===== src/rtl/cpu_io_responder.sv =====
// CPU bus responder: 16-byte I/O window holding a UART transmitter with TX FIFO, tick timer and baud divisor.
// Optional interrupt flag and O_IRQ port are built when CPU_IO_RESPONDER_IRQ_EN is defined.
module cpu_io_responder #(
  parameter logic [15:0] IO_BASE    = 16'hFF00,
  parameter int          FIFO_DEPTH = 8,
  parameter logic [15:0] BAUD_DIV   = 16'd216,
  parameter int          TICK_DIV   = 25000
) (
  input  logic        CLOCK,
  input  logic        RESET,
  input  logic [15:0] I_ADDR,
  input  logic [7:0]  I_DATA,
  input  logic        I_WREN,
  output logic [7:0]  O_DATA,
  input  logic [7:0]  RAM_Q,
  output logic        RAM_WREN,
  output logic        UART_TX
`ifdef CPU_IO_RESPONDER_IRQ_EN
  ,
  output logic        O_IRQ
`endif
);

  localparam int AW    = $clog2(FIFO_DEPTH);
  localparam int PW    = AW + 1;
  localparam int PRE_W = (TICK_DIV > 1) ? $clog2(TICK_DIV) : 1;
  localparam logic [PRE_W-1:0] PRE_MAX = PRE_W'(TICK_DIV - 1);

  typedef enum logic [1:0] {IDLE, START, DATA, STOP} tx_state_t;

  logic            in_window;
  logic [3:0]      offset;
  logic            wr_io;
  logic [7:0]      fifo_mem [FIFO_DEPTH];
  logic [PW-1:0]   wr_ptr, rd_ptr;
  logic            fifo_empty, fifo_full, push, pop;
  logic            ovf, irqf;
  logic [PRE_W-1:0] presc;
  logic [15:0]     timer;
  logic [7:0]      shadow;
  logic            timer_clr, tick;
  logic [15:0]     div_reg, div_active, baud_cnt;
  logic [2:0]      bit_cnt;
  logic [7:0]      shift_reg;
  logic            baud_done;
  tx_state_t       state, state_d;
  logic            tx_line;
  logic [7:0]      reg_rdata;

  assign in_window = (I_ADDR[15:4] == IO_BASE[15:4]);
  assign offset    = I_ADDR[3:0];
  assign wr_io     = I_WREN & in_window;
  assign RAM_WREN  = I_WREN & ~in_window;

  assign fifo_empty = (wr_ptr == rd_ptr);
  assign fifo_full  = (wr_ptr[AW-1:0] == rd_ptr[AW-1:0]) && (wr_ptr[AW] != rd_ptr[AW]);
  assign push       = wr_io && (offset == 4'd0) && !fifo_full;
  assign pop        = (state == IDLE) && !fifo_empty;

  // FIFO storage carries data only, so it is left out of reset
  always_ff @(posedge CLOCK) begin
    if (push) fifo_mem[wr_ptr[AW-1:0]] <= I_DATA;
  end

  always_ff @(posedge CLOCK or posedge RESET) begin
    if (RESET) begin
      wr_ptr <= '0;
      rd_ptr <= '0;
      ovf    <= 1'b0;
    end else begin
      if (push) wr_ptr <= wr_ptr + 1'b1;
      if (pop)  rd_ptr <= rd_ptr + 1'b1;
      if (wr_io && (offset == 4'd0) && fifo_full) ovf <= 1'b1;
      else if (wr_io && (offset == 4'd1))         ovf <= 1'b0;
    end
  end

  assign timer_clr = wr_io && (offset == 4'd2);
  assign tick      = (presc == PRE_MAX);

  always_ff @(posedge CLOCK or posedge RESET) begin
    if (RESET) begin
      presc  <= '0;
      timer  <= '0;
      shadow <= '0;
    end else begin
      if (timer_clr) begin
        presc <= '0;
        timer <= '0;
      end else if (tick) begin
        presc <= '0;
        timer <= timer + 16'd1;
      end else begin
        presc <= presc + 1'b1;
      end
      // High byte is captured while the low byte is read so a 16-bit read is coherent
      if (in_window && (offset == 4'd2) && !I_WREN) shadow <= timer[15:8];
    end
  end

  always_ff @(posedge CLOCK or posedge RESET) begin
    if (RESET) begin
      div_reg <= BAUD_DIV;
    end else begin
      if (wr_io && (offset == 4'd4)) div_reg[7:0]  <= I_DATA;
      if (wr_io && (offset == 4'd5)) div_reg[15:8] <= I_DATA;
    end
  end

  assign baud_done = (baud_cnt == div_active);

  always_ff @(posedge CLOCK or posedge RESET) begin
    if (RESET) state <= IDLE;
    else       state <= state_d;
  end

  always_comb begin
    state_d = state;
    tx_line = 1'b1;
    case (state)
      IDLE:  if (!fifo_empty) state_d = START;
      START: begin
        tx_line = 1'b0;
        if (baud_done) state_d = DATA;
      end
      DATA: begin
        tx_line = shift_reg[0];
        if (baud_done && (bit_cnt == 3'd7)) state_d = STOP;
      end
      STOP:  if (baud_done) state_d = IDLE;
      default: state_d = IDLE;
    endcase
  end

  assign UART_TX = tx_line;

  // Divisor is sampled at the pop so a mid-frame divisor write cannot distort the frame
  always_ff @(posedge CLOCK or posedge RESET) begin
    if (RESET) begin
      baud_cnt   <= '0;
      bit_cnt    <= '0;
      div_active <= BAUD_DIV;
    end else if (pop) begin
      baud_cnt   <= '0;
      bit_cnt    <= '0;
      div_active <= div_reg;
    end else if (state != IDLE) begin
      if (baud_done) begin
        baud_cnt <= '0;
        if (state == DATA) bit_cnt <= bit_cnt + 3'd1;
      end else begin
        baud_cnt <= baud_cnt + 16'd1;
      end
    end
  end

  always_ff @(posedge CLOCK) begin
    if (pop)                             shift_reg <= fifo_mem[rd_ptr[AW-1:0]];
    else if (state == DATA && baud_done) shift_reg <= {1'b0, shift_reg[7:1]};
  end

`ifdef CPU_IO_RESPONDER_IRQ_EN
  logic timer_wrap, frame_done;
  assign timer_wrap = tick && !timer_clr && (timer == 16'hFFFF);
  assign frame_done = (state == STOP) && baud_done;

  always_ff @(posedge CLOCK or posedge RESET) begin
    if (RESET)                                irqf <= 1'b0;
    else if (timer_wrap || (frame_done && fifo_empty)) irqf <= 1'b1;
    else if (wr_io && (offset == 4'd1))        irqf <= 1'b0;
  end

  assign O_IRQ = irqf;
`else
  assign irqf = 1'b0;
`endif

  always_comb begin
    reg_rdata = 8'hFF;
    case (offset)
      4'd0: reg_rdata = 8'h00;
      4'd1: reg_rdata = {3'b000, irqf, ovf, (state != IDLE), fifo_full, fifo_empty};
      4'd2: reg_rdata = timer[7:0];
      4'd3: reg_rdata = shadow;
      4'd4: reg_rdata = div_reg[7:0];
      4'd5: reg_rdata = div_reg[15:8];
      default: reg_rdata = 8'hFF;
    endcase
    O_DATA = in_window ? reg_rdata : RAM_Q;
  end

endmodule


===== config.mk =====
export PLATFORM = sky130hd
export DESIGN_NAME = cpu_io_responder
export DESIGN_NICKNAME = d
export VERILOG_FILES = /design/src/rtl/cpu_io_responder.sv
export SDC_FILE = /design/constraint.sdc
export NUM_CORES = 1
export LEC_CHECK = 0
export CORE_MARGIN = 2
export CORE_UTILIZATION = 42
export CTS_BUF_LIST = sky130_fd_sc_hd__clkbuf_8 sky130_fd_sc_hd__clkbuf_16
export DETAILED_ROUTE_END_ITERATION = 16
export SYNTH_ARGS = -nofsm -noshare
export SYNTH_HDL_FRONTEND = slang
export SYNTH_SLANG_ARGS = --single-unit

===== constraint.sdc =====
create_clock -name CLOCK -period 3.75 [get_ports CLOCK]
set_input_delay 0.75 -clock CLOCK [delete_from_list [all_inputs] [get_ports CLOCK]]
set_output_delay 0.75 -clock CLOCK [all_outputs]
set_load 0.01 [all_outputs]

; ---- Word-level counts from Yosys, hierarchy flattened
; Memory sizes are Yosys's and may differ from the RTL's.
; Index checks and enable logic that the tools add are counted.
[totals]
register_bits = 109
ram_bits = 64
inputBits = 35
output_inout_bits = 10
wordCells = 94
n_memories = 1
[memory_table]
columns = name, words, width, rd, rd_ports_with_merged_regs, write_ports, line_no
row1 = fifo_mem, 8, 8, 1, 0, 1, 34  ; logic [7:0] fifo_mem [FIFO_DEPTH];
[op_classes]
n_addsub = 6
eq_ne = 19
mux = 25
bitwise = 3
reduce_logical = 27
[ops]
columns = op, n
row1 = 16-bit 2-to-1 mux, 5
row2 = 8-bit one-hot mux with 6 select lines, 1
row3 = "16-bit by 1-bit adder with 16-bit output, second input constant", 2
row4 = 15-bit 2-to-1 mux, 2
row5 = 8-bit 2-to-1 mux, 3
row6 = 16-bit equality test, 1
row7 = "15-bit by 1-bit adder with 15-bit output, second input constant", 1
row8 = "15-bit equality test, second input constant", 1
row9 = 2-bit nonzero test, 7
row10 = 1-bit logical AND, 13
row11 = "12-bit equality test, second input constant", 1
row12 = 3-bit 2-to-1 mux, 4
row13 = "4-bit by 1-bit adder with 4-bit output, second input constant", 2
row14 = "4-bit by 2-bit equality test with 1-bit output, second input constant", 2
row15 = "4-bit by 3-bit equality test with 1-bit output, second input constant", 2
row16 = 2-bit 2-to-1 mux, 4
row17 = "2-bit != test, second input constant", 4
row18 = 2-bit one-hot mux with 4 select lines, 1
row19 = "2-bit equality test, second input constant", 2
row20 = "4-bit by 1-bit equality test with 1-bit output, second input constant", 1
row21 = 4-bit equality test, 1
row22 = 4-bit logical NOT, 1
row23 = 1-bit 2-to-1 mux, 4
row24 = 4-bit AND reduction, 1
row25 = 11 further kinds, 14

; ---- Longest topological paths before layout
; Gate-level depths: netlist (run 1).
[logic_depth]
depth_word = 6
mapped_depth = 8
ltp_nobuf = 7

; ---- Least setup slack after synthesis (run 1)
; No wires, ideal clock.
[synth_path]
path_type = input port to flip-flop
startpoint = in I_ADDR[5]
endpoint = mem fifo_mem[3][0] (enable)
setup_time_ps = 398
arrival_time_ps = 2851
required_ps = 3352
slack_ps = 501
path_stages = 4
n_path_buf = 0
cell_sequence = or4b_4 nor3_4 nand4_1 nor4b_1
[synth_via]
elab_chain_cells = 6
[synth_rtl]
columns = item, line_no
row1 = from (decl), 11  ; input logic [15:0] I_ADDR,
row2 = 12-bit equality test, 50  ; assign in_window = (I_ADDR[15:4] == IO_BASE[15:4]);
row3 = 1-bit AND, 52  ; assign wr_io = I_WREN & in_window;
row4 = 1-bit logical AND (2 in series), 57  ; assign push = wr_io && (offset == 4'd0) && !fifo_full;
row5 = 1-bit 2-to-1 mux, 62  ; if (push) fifo_mem[wr_ptr[AW-1:0]] <= I_DATA;
row6 = 1-bit 2-to-1 mux (implied by the code), 62
row7 = to (decl), 34
; No other way between the ends.

; ---- Worst setup path after layout (run 1)
[layout_path]
startpoint = in I_ADDR[5]
endpoint = out O_DATA[0]
[layout_via]
elab_chain_cells = 2
[layout_rtl]
columns = item, line_no
row1 = 12-bit equality test, 50
row2 = 8-bit 2-to-1 mux, 189  ; O_DATA = in_window ? reg_rdata : RAM_Q;
row3 = to (decl), 14  ; output logic [7:0] O_DATA,
; No other way between the ends.

==> results.md, run 1 <==
Timing:
- The timing-limited maximum frequency is 272 MHz.
- The count of pins over their slew limit came to 0.
- Setup repair after global routing left no endpoint under its margin.
- The worst pin sits at a relative slew slack of 0.248.
- Adding up every negative setup slack in the final design gives 0 ns.
- The slew at the pin closest to its max-slew limit is 1.12 ns.
- The final critical delay including setup and external delays is 3.68 ns.
- The final hold slack is 0.465 ns.
- The setup-violating endpoint count in the final report is 0.
- The final clock skew is 0.0141 ns.
- The final hold violation count was 0.
- In the finished design, the share of the clock period the worst path needs comes to 0.980.

Power and ir drop:
- The fraction of power consumed by the clock network is 0.353.
- The fraction of power spent switching nets is 0.286.
- The switching power summed over all nets is 1.48 mW.
- VDD sags by at most 0.370 mV.
- For this design the static power due to leakage is 3.98 nW.
- For this design the ratio of total power to cell area is 535 nW/um^2.
- Of the total power, combinational logic draws 0.222.
- Of the total power, registers draw 0.425.
- The internal power of the cells totals 3.69 mW.

Layout:
- The flip-flop count of the largest register, all copies and words added is 64.
- The layout cell share with drive strength beyond 1 is 0.166.
- The antenna diode instance count is 0.
- The design area is 9660 um^2.
- After the last flow step, the layout net total stands at 782.
- Compared with the post-synthesis result, the final layout area differs by 18.3%.

Detailed routing:
- The routed wirelength normalized by instance count is 17.6 um.
- The via count is 5367.
- The violation count after the first detailed-route iteration is 304.
- The routed design has 17700 um of wire.
- The number of iterations in the first detailed-routing pass is 5.
- Dividing the detail-routed via count by the number of cells gives 5.32.
- Once detail routing completed, the nets flagged for antenna violations numbered 0.
- The remaining design rule violation count is 0.

Synth:
- The most used flip-flop cell after synthesis is sky130_fd_sc_hd__dfrtp_1.
- Each instance of the synthesized netlist takes up on average 12.1 um^2.
- By area, the combinational part of the netlist is dominated by simple AND/OR/NAND/NOR gates.
- Summing every instance area after synthesis gives 8170 um^2.
- Of the total synthesized cell area, the portion taken by AND, OR, NAND and NOR gates is 0.149.
- Ranked by instance count, the synthesized netlist is headed by sky130_fd_sc_hd__dfrtp_1, sky130_fd_sc_hd__nand2_1, sky130_fd_sc_hd__edfxtp_1.
- The post-synthesis sequential element count is 173.
- The number of instances in the synthesized netlist is 675.
- The number of enable-type register cells in the synthesized netlist is 72.
- The compound-cell area share of the yosys netlist is 0.0634.
- The share of synthesized area occupied by flip-flops and latches is 0.576.
- Among all cell types in the netlist, the one instantiated most often is sky130_fd_sc_hd__dfrtp_1.
- The net count after synthesis is 722.
- Of the total synthesized cell area, the portion taken by XOR and XNOR cells is 0.0622.
- Ranked by total cell area, the synthesized netlist is headed by sky130_fd_sc_hd__dfrtp_1, sky130_fd_sc_hd__edfxtp_1, sky130_fd_sc_hd__mux4_2.
- Synthesis instantiated 60 different standard cells from the library.
- The share of cell area taken by muxes after synthesis is 0.106.
- Of the post-synthesis cell area, the dominant cell type holds 0.285.
- The synthesized design spends more area on one cell type than any other, namely sky130_fd_sc_hd__dfrtp_1.
- The share of synthesized cell area in full adder, half adder and majority cells is 0.0184.
- During synthesis, Yosys emitted a total of 0 warnings.
- For this run, asynchronously set or reset flops after synthesis account for 0.584.

GRT:
- The initial antenna violation count is 0.
- For this run, the total global-route usage over all layers was measured as 0.187.
- The via count of the first global-routing pass was 5583.
- Entering global routing, the biggest net connects 48 pins.
- The total overflow left after global routing is 0.
- The first global-routing pass estimated 29600 um of wire.

Status:
- The run finished with clean final reports.

Hold path:
- Counting instances, the worst hold path has a depth of 1.
- The path class of the tightest hold or removal check is flip-flop to flip-flop.

Floorplanning:
- The count of boundary I/O pins is 45.
- Row generation in the floorplan step produced 50 rows.
- The die span in x is 143 um.
- Measured along the y axis, the die boundary spans 143 um.
- The floorplan core area is 18900 um^2.
- The die area is 20600 um^2.
- For this configuration, the core starts out at a cell density of 0.432.

Clock tree:
- The number of setup buffers added after CTS is 0.
- The clock tree from TritonCTS is done.
- The latest clock arrival within the worst-skew pair is 0.43 ns.
- The worst-case clock buffer depth is 2.
- TritonCTS created 17 clock buffers.
- Once the clock tree was built, the resizer swapped 0 gates to a different size.
- Buffers inserted to repair hold after CTS numbered 0.
- After clock tree synthesis, the clock-pin slew on the worst setup and hold paths is 0.06 ns.
- The H-tree was split into 4 levels.
- The tree is rooted in a sky130_fd_sc_hd__clkbuf_16.
- The number of sinks driven by the clock tree is 173.

Job:
- The count of max-cap constraint violations is 0.

Setup path:
- The worst setup path is launched from an input pin.
- The largest fanout of any net on the critical path is 6.
- The cell repeated most along the worst path is sky130_fd_sc_hd__clkdlybuf4s50_1.
- The critical path is of the input pin to output pin type.
- The kind of capture point of the worst setup path is an output pin.
- The critical path goes through clkdlybuf4s50_1 > or4b_4 > nor3_4 > nand2_2 > o32a_1 > clkdlybuf4s50_1.
- The worst-case reg-to-reg path depth is 5.
- The slowest stage of the critical path is the sky130_fd_sc_hd__or4b_4 cell.
- The critical path arrival is 2.93 ns.
- The required time of the critical path is 3.00 ns.
- The worst stage delay on the critical path is 0.55 ns.

Placed design:
- Buffers placed on the I/O ports in this run total 44.
- Once detailed placement completed, the half-perimeter wirelength came to 12700 um.
- Summing all placed instances gives a cell area of 9020 um^2.
- Routability-driven placement finished with a final weighted congestion of 0.867.
## cell families (layout without fill, tap and decap cells)
group / count (synthesis) / count (layout)
xor+xnor: 58 / 58
buf+inv: 51 / 124
simple gates: 245 / 245
flops: 173 / 173
compound gates: 76 / 76
fa+ha+maj: 12 / 12
mux: 60 / 60
## metal layers
layer	vias to the layer above	GRT usage	wire (um)
met1	2695	0.241	7870
met2	78	0.318	9110
met4	0	0.0562	281
met3	20	0.0393	430
li1	2574	-	-
met5	-	0	0
## stage by stage
stage | util | total power [mW] | setup WS [ns] | instances
final | 0.511 | 5.17 | 0.0742 | 1008
after global placement | 0.478 | 3.35 | 0.119 | 976
after global routing | 0.511 | 5.44 | 0.00798 | 1008
after floorplan | - | 3.05 | 0.366 | 675
after CTS | 0.511 | 5.25 | 0.0469 | 1008
after detailed placement | 0.478 | 3.40 | 0.0508 | 976
## worst paths after layout
| kind | start | endpoint | slack (ns) |
|---|---|---|---|
| max in group asynchronous | RESET | div_active[4] | 2.26 |
| min | presc[0] | presc[0] | 0.46 |
| max reg2reg | baud_cnt[3] | shift_reg[2] | 1.12 |
| max | I_ADDR[5] | O_DATA[0] | 0.07 |
| min in group asynchronous | RESET | div_reg[11] | 0.72 |
| min reg2reg | presc[0] | presc[0] | 0.46 |
## power groups by stage
stage                     clock network (mW)  registers [mW]  logic, mW
final                                   1.83            2.20       1.15
after global routing                    1.95            2.21       1.28
after CTS                               1.88            2.20       1.17
after detailed placement                   0            2.23       1.16
after global placement                     0            2.23       1.12
after floorplan                            0            2.21      0.835
## layout make-up
class	count	area, um^2
well taps	260	325
multi-input cells	451	3270
repair buffers	73	658
clock buffers	21	503
flip-flops and latches	173	4700
clock inverters	11	126
fillers	1667	9230
inverters	19	73.8
## worst max-delay path: cells and delay by family
family,cells,cell delay [ns]
and+or+nand+nor,3,0.90
buffers and inverters,2,0.89
AOI/OAI and AO/OA,1,0.37
## placed cells by master (no fill, tap or decap), drive strengths merged, types with 4 or more instances in the layout
cell type      synthesis  layout
o211ai                 4       4
and4                   5       5
edfxtp                72      72
nor3                   8       8
xor2                  30      30
xnor2                 28      28
nand4                 12      12
and3                   5       5
buf                   11      29
o22ai                  7       7
dfrtp                 93      93
mux4                  16      16
a211oi                 8       8
nand2                 90      90
o21ai                 17      17
nand3                 24      24
inv                   18      23
nand2b                 7       7
clkdlybuf4s50          0      44
a31oi                  4       4
clkbuf                21      21
a22oi                  6       6
mux2i                 18      18
o22a                   4       4
nor4b                  4       4
or3                    6       6
a21oi                 10      10
mux2                  26      26
nor4                  12      12
dfstp                  8       8
ha                    12      12
nor2                  51      51
(Power assumes the default switching activity.)
==> run 2, diff against run 1 <==
--- a/config.mk
+++ b/config.mk
@@ -9,6 +9,8 @@
 export CORE_UTILIZATION = 42
 export CTS_BUF_LIST = sky130_fd_sc_hd__clkbuf_8 sky130_fd_sc_hd__clkbuf_16
 export DETAILED_ROUTE_END_ITERATION = 16
+export MAX_ROUTING_LAYER = met4
+export SKIP_LAST_GASP = 1
 export SYNTH_ARGS = -nofsm -noshare
 export SYNTH_HDL_FRONTEND = slang
 export SYNTH_SLANG_ARGS = --single-unit
==> results.md, run 2 (synthesis results as in run 1) <==
Status:
- The flow ran to the end, and the final reports show no timing, DRC or antenna violations.

Job:
- The count of max-cap constraint violations came to 0 (unchanged).

Setup path:
- The largest fanout of any net on the critical path came to 6 (unchanged).
- The required time of the critical path was 3.00 ns (about the same).
- STA classifies the critical path startpoint as an input pin.
- The worst register-to-register path begins at baud_cnt[5].
- The type of the worst setup path is input pin to output pin.
- The worst setup path is captured at an output pin.
- The critical path arrival is 2.91 ns (-0.02 ns).
- In this run the worst setup path begins at I_ADDR[5].

Timing:
- The slew at the pin closest to its max-slew limit came to 1.13 ns (+0.0161 ns).
- The final critical delay including setup and external delays is 3.66 ns (-0.0195 ns).
- The headroom to the max-slew limit is 0.237 (-0.0108).
- Setup repair after global routing left no endpoint under its margin.
- The timing-limited maximum frequency came to 274 MHz (+0.53%).
- The final hold violation count is 0 (unchanged).
- The count of pins over their slew limit is 0 (unchanged).
- The share of the cycle needed by the critical path after routing is 0.975 (-0.00521).
- The final clock skew is 0.00937 ns (-0.00473 ns).
- The setup-violating endpoint count in the final report came to 0 (unchanged).
- The final hold slack is 0.472 ns (+0.00763 ns).
- The accumulated negative setup slack is 0 ns (unchanged).

Clock tree:
- CTS placed an instance of sky130_fd_sc_hd__clkbuf_16 at the clock tree root.
- The maximum level of the CTS H-tree is 4 (unchanged).
- The CTS buffer count came to 17 (unchanged).
- The latest clock arrival within the worst-skew pair is 0.43 ns (about the same).
- The worst-case clock buffer depth was 2 (unchanged).
- TritonCTS built the clock tree.
- The number of sinks driven by the clock tree is 173 (unchanged).
- The number of buffers inserted by post-CTS setup repair was 0 (unchanged).
- The clock transition time at the flip-flop clock pins of the worst setup and hold paths is 0.07 ns (about the same).

Detailed routing:
- The routed wirelength normalized by instance count is 17.1 um (-2.4%).
- The final routed wirelength across all metal layers is 17200 um (-2.5%).
- The number of iterations in the first detailed-routing pass is 4 (-1).
- The via count is 5344 (-0.43%).
- The remaining design rule violation count was 0 (unchanged).
- The routed via count divided by cell count is 5.31 (-0.33%).
- The violation count after the first detailed-route iteration is 227 (-25%).
- The number of nets with antenna violations after detailed routing is 0 (unchanged).

GRT:
- The global router's overall resource usage was 0.185 (-0.00131).
- The initial antenna violation count is 0 (unchanged).
- The via count of the first global-routing pass is 5565 (-0.32%).
- The global-route wire length before repair is 28800 um (-2.6%).
- The global route total overflow is 0 (unchanged).
- The maximum number of pins on one net before global-route repair was 54 (+13%).

Layout:
- The design area is 9640 um^2 (-0.26%).
- The net count reported at finish is 781 (-0.13%).
- Relative to the synthesized area, the layout overhead comes to 18.0%.
- The filler cell count in the final layout is 1685 (+1.1%).
- The layout cell share with drive strength beyond 1 was 0.165 (-0.00112).
- The flip-flop count of the largest register, all copies and words added is 64 (unchanged).
- The library cell used most frequently in the layout, excluding fill and tap cells, is sky130_fd_sc_hd__dfrtp_1.
- The library cells used most frequently in the layout, excluding fill and tap cells, are sky130_fd_sc_hd__dfrtp_1, sky130_fd_sc_hd__nand2_1, sky130_fd_sc_hd__edfxtp_1, sky130_fd_sc_hd__nor2_1, sky130_fd_sc_hd__clkdlybuf4s50_1.
- The antenna diode instance count is 0 (unchanged).
- The core utilization of the finished layout is 0.510 (-0.00133).

Power and ir drop:
- The total design power is 5.11 mW (-1.2%).
- The total power density per cell area was 530 nW/um^2 (-0.99%).
- The cell leakage power is 3.97 nW (-0.12%).
- The highest ir drop seen on vdd was 0.346 mV (-6.5%).

Hold path:
- The path class of the tightest hold or removal check is flip-flop to flip-flop.
- The startpoint identified for the worst hold timing path is div_active[4].

Floorplanning:
- The row count is 50 (unchanged).
- The floorplan core area came to 18900 um^2 (unchanged).
- The die span in y is 143 um (unchanged).
- The count of boundary I/O pins came to 45 (unchanged).
- The die area came to 20600 um^2 (unchanged).
- The starting utilization of the core area is 0.432 (unchanged).
- The die span in x is 143 um (unchanged).

Placed design:
- The post-place instance area is 9030 um^2 (about the same).
- The final weighted congestion in routability-driven placement is 0.892 (+2.8%).
- The sum of net half-perimeters after detailed placement is 12300 um (-3.2%).
- The count of buffers from port buffering is 44 (unchanged).
[run 2: changes by cell type in the layout (fill, tap and decap cells not counted)]
cell	before	now
sky130_fd_sc_hd__inv_6	2	6
sky130_fd_sc_hd__buf_12	0	1
sky130_fd_sc_hd__clkbuf_16	19	18
sky130_fd_sc_hd__clkinv_4	0	2
sky130_fd_sc_hd__buf_4	29	27
sky130_fd_sc_hd__clkinv_2	1	0
sky130_fd_sc_hd__clkinvlp_4	3	0
sky130_fd_sc_hd__bufinv_16	2	1
[run 2: final timing paths]
check / cells past startpoint / end / slack, ns
hold / removal: 2 / div_active[4] / 0.47
min in group asynchronous: 2 / div_reg[15] / 0.77
setup reg to reg: 5 / shift_reg[4] / 1.10
max in group asynchronous: 3 / div_reg[6] / 2.22
hold reg to reg: 2 / div_active[4] / 0.47
setup / recovery: 6 / O_DATA[0] / 0.09
[run 2: power breakdown]
| part | total [mW] | internal [mW] | switching, mW |
|---|---|---|---|
| clock | 1.77 | 1.01 | 0.761 |
| combinational | 1.14 | 0.467 | 0.674 |
| sequential | 2.20 | 2.13 | 0.0734 |
[run 2: final cells by class]
class | count | area [um^2] | area share
Inverter | 19 | 73.8 | 0.00766
Clock inverter | 12 | 121 | 0.0126
Sequential cell | 173 | 4700 | 0.488
Clock buffer | 20 | 478 | 0.0496
Timing Repair Buffer | 72 | 663 | 0.0688
Multi-Input combinational cell | 451 | 3270 | 0.340
Tap cell | 260 | 325 | 0.0338
[run 2: timing repair]
item                                    in CTS  in global routing
hold buffers                                 0                  0
endpoints found under the setup margin       0                  7
resized for setup                            0                  2
[run 2: metal layers]
layer	routed length, um	vias up	part of all wire	global-route usage
met5	0	-	0	-
met4	189	0	0.011	0.0490
met3	490	14	0.028	0.0387
met2	8770	67	0.51	0.309
met1	7800	2689	0.45	0.232
li1	-	2574	-	-
[run 2: metrics by stage]
step | setup slack [ns] | std cells
after global placement | 0.117 | 975
after global routing | 0.0499 | 1007
after CTS | 0.0533 | 1007
after detailed placement | 0.0557 | 975
final | 0.0937 | 1007
after floorplan | 0.366 | 675
[run 2: worst max-delay path, stage by stage]
cell                              delay, ns
sky130_fd_sc_hd__clkdlybuf4s50_1       0.40
sky130_fd_sc_hd__or4b_4                0.55
sky130_fd_sc_hd__nor3_4                0.22
sky130_fd_sc_hd__nand2_2               0.13
sky130_fd_sc_hd__o32a_1                0.37
sky130_fd_sc_hd__clkdlybuf4s50_1       0.48
==> run 3, diff against run 2 <==
--- a/config.mk
+++ b/config.mk
@@ -10,6 +10,7 @@
 export CTS_BUF_LIST = sky130_fd_sc_hd__clkbuf_8 sky130_fd_sc_hd__clkbuf_16
 export DETAILED_ROUTE_END_ITERATION = 16
 export MAX_ROUTING_LAYER = met4
+export SKIP_CTS_REPAIR_TIMING = 1
 export SKIP_LAST_GASP = 1
 export SYNTH_ARGS = -nofsm -noshare
 export SYNTH_HDL_FRONTEND = slang
==> results of run 3 <==
Same layout as run 2: the final DEF is identical, and so are final timing and power.
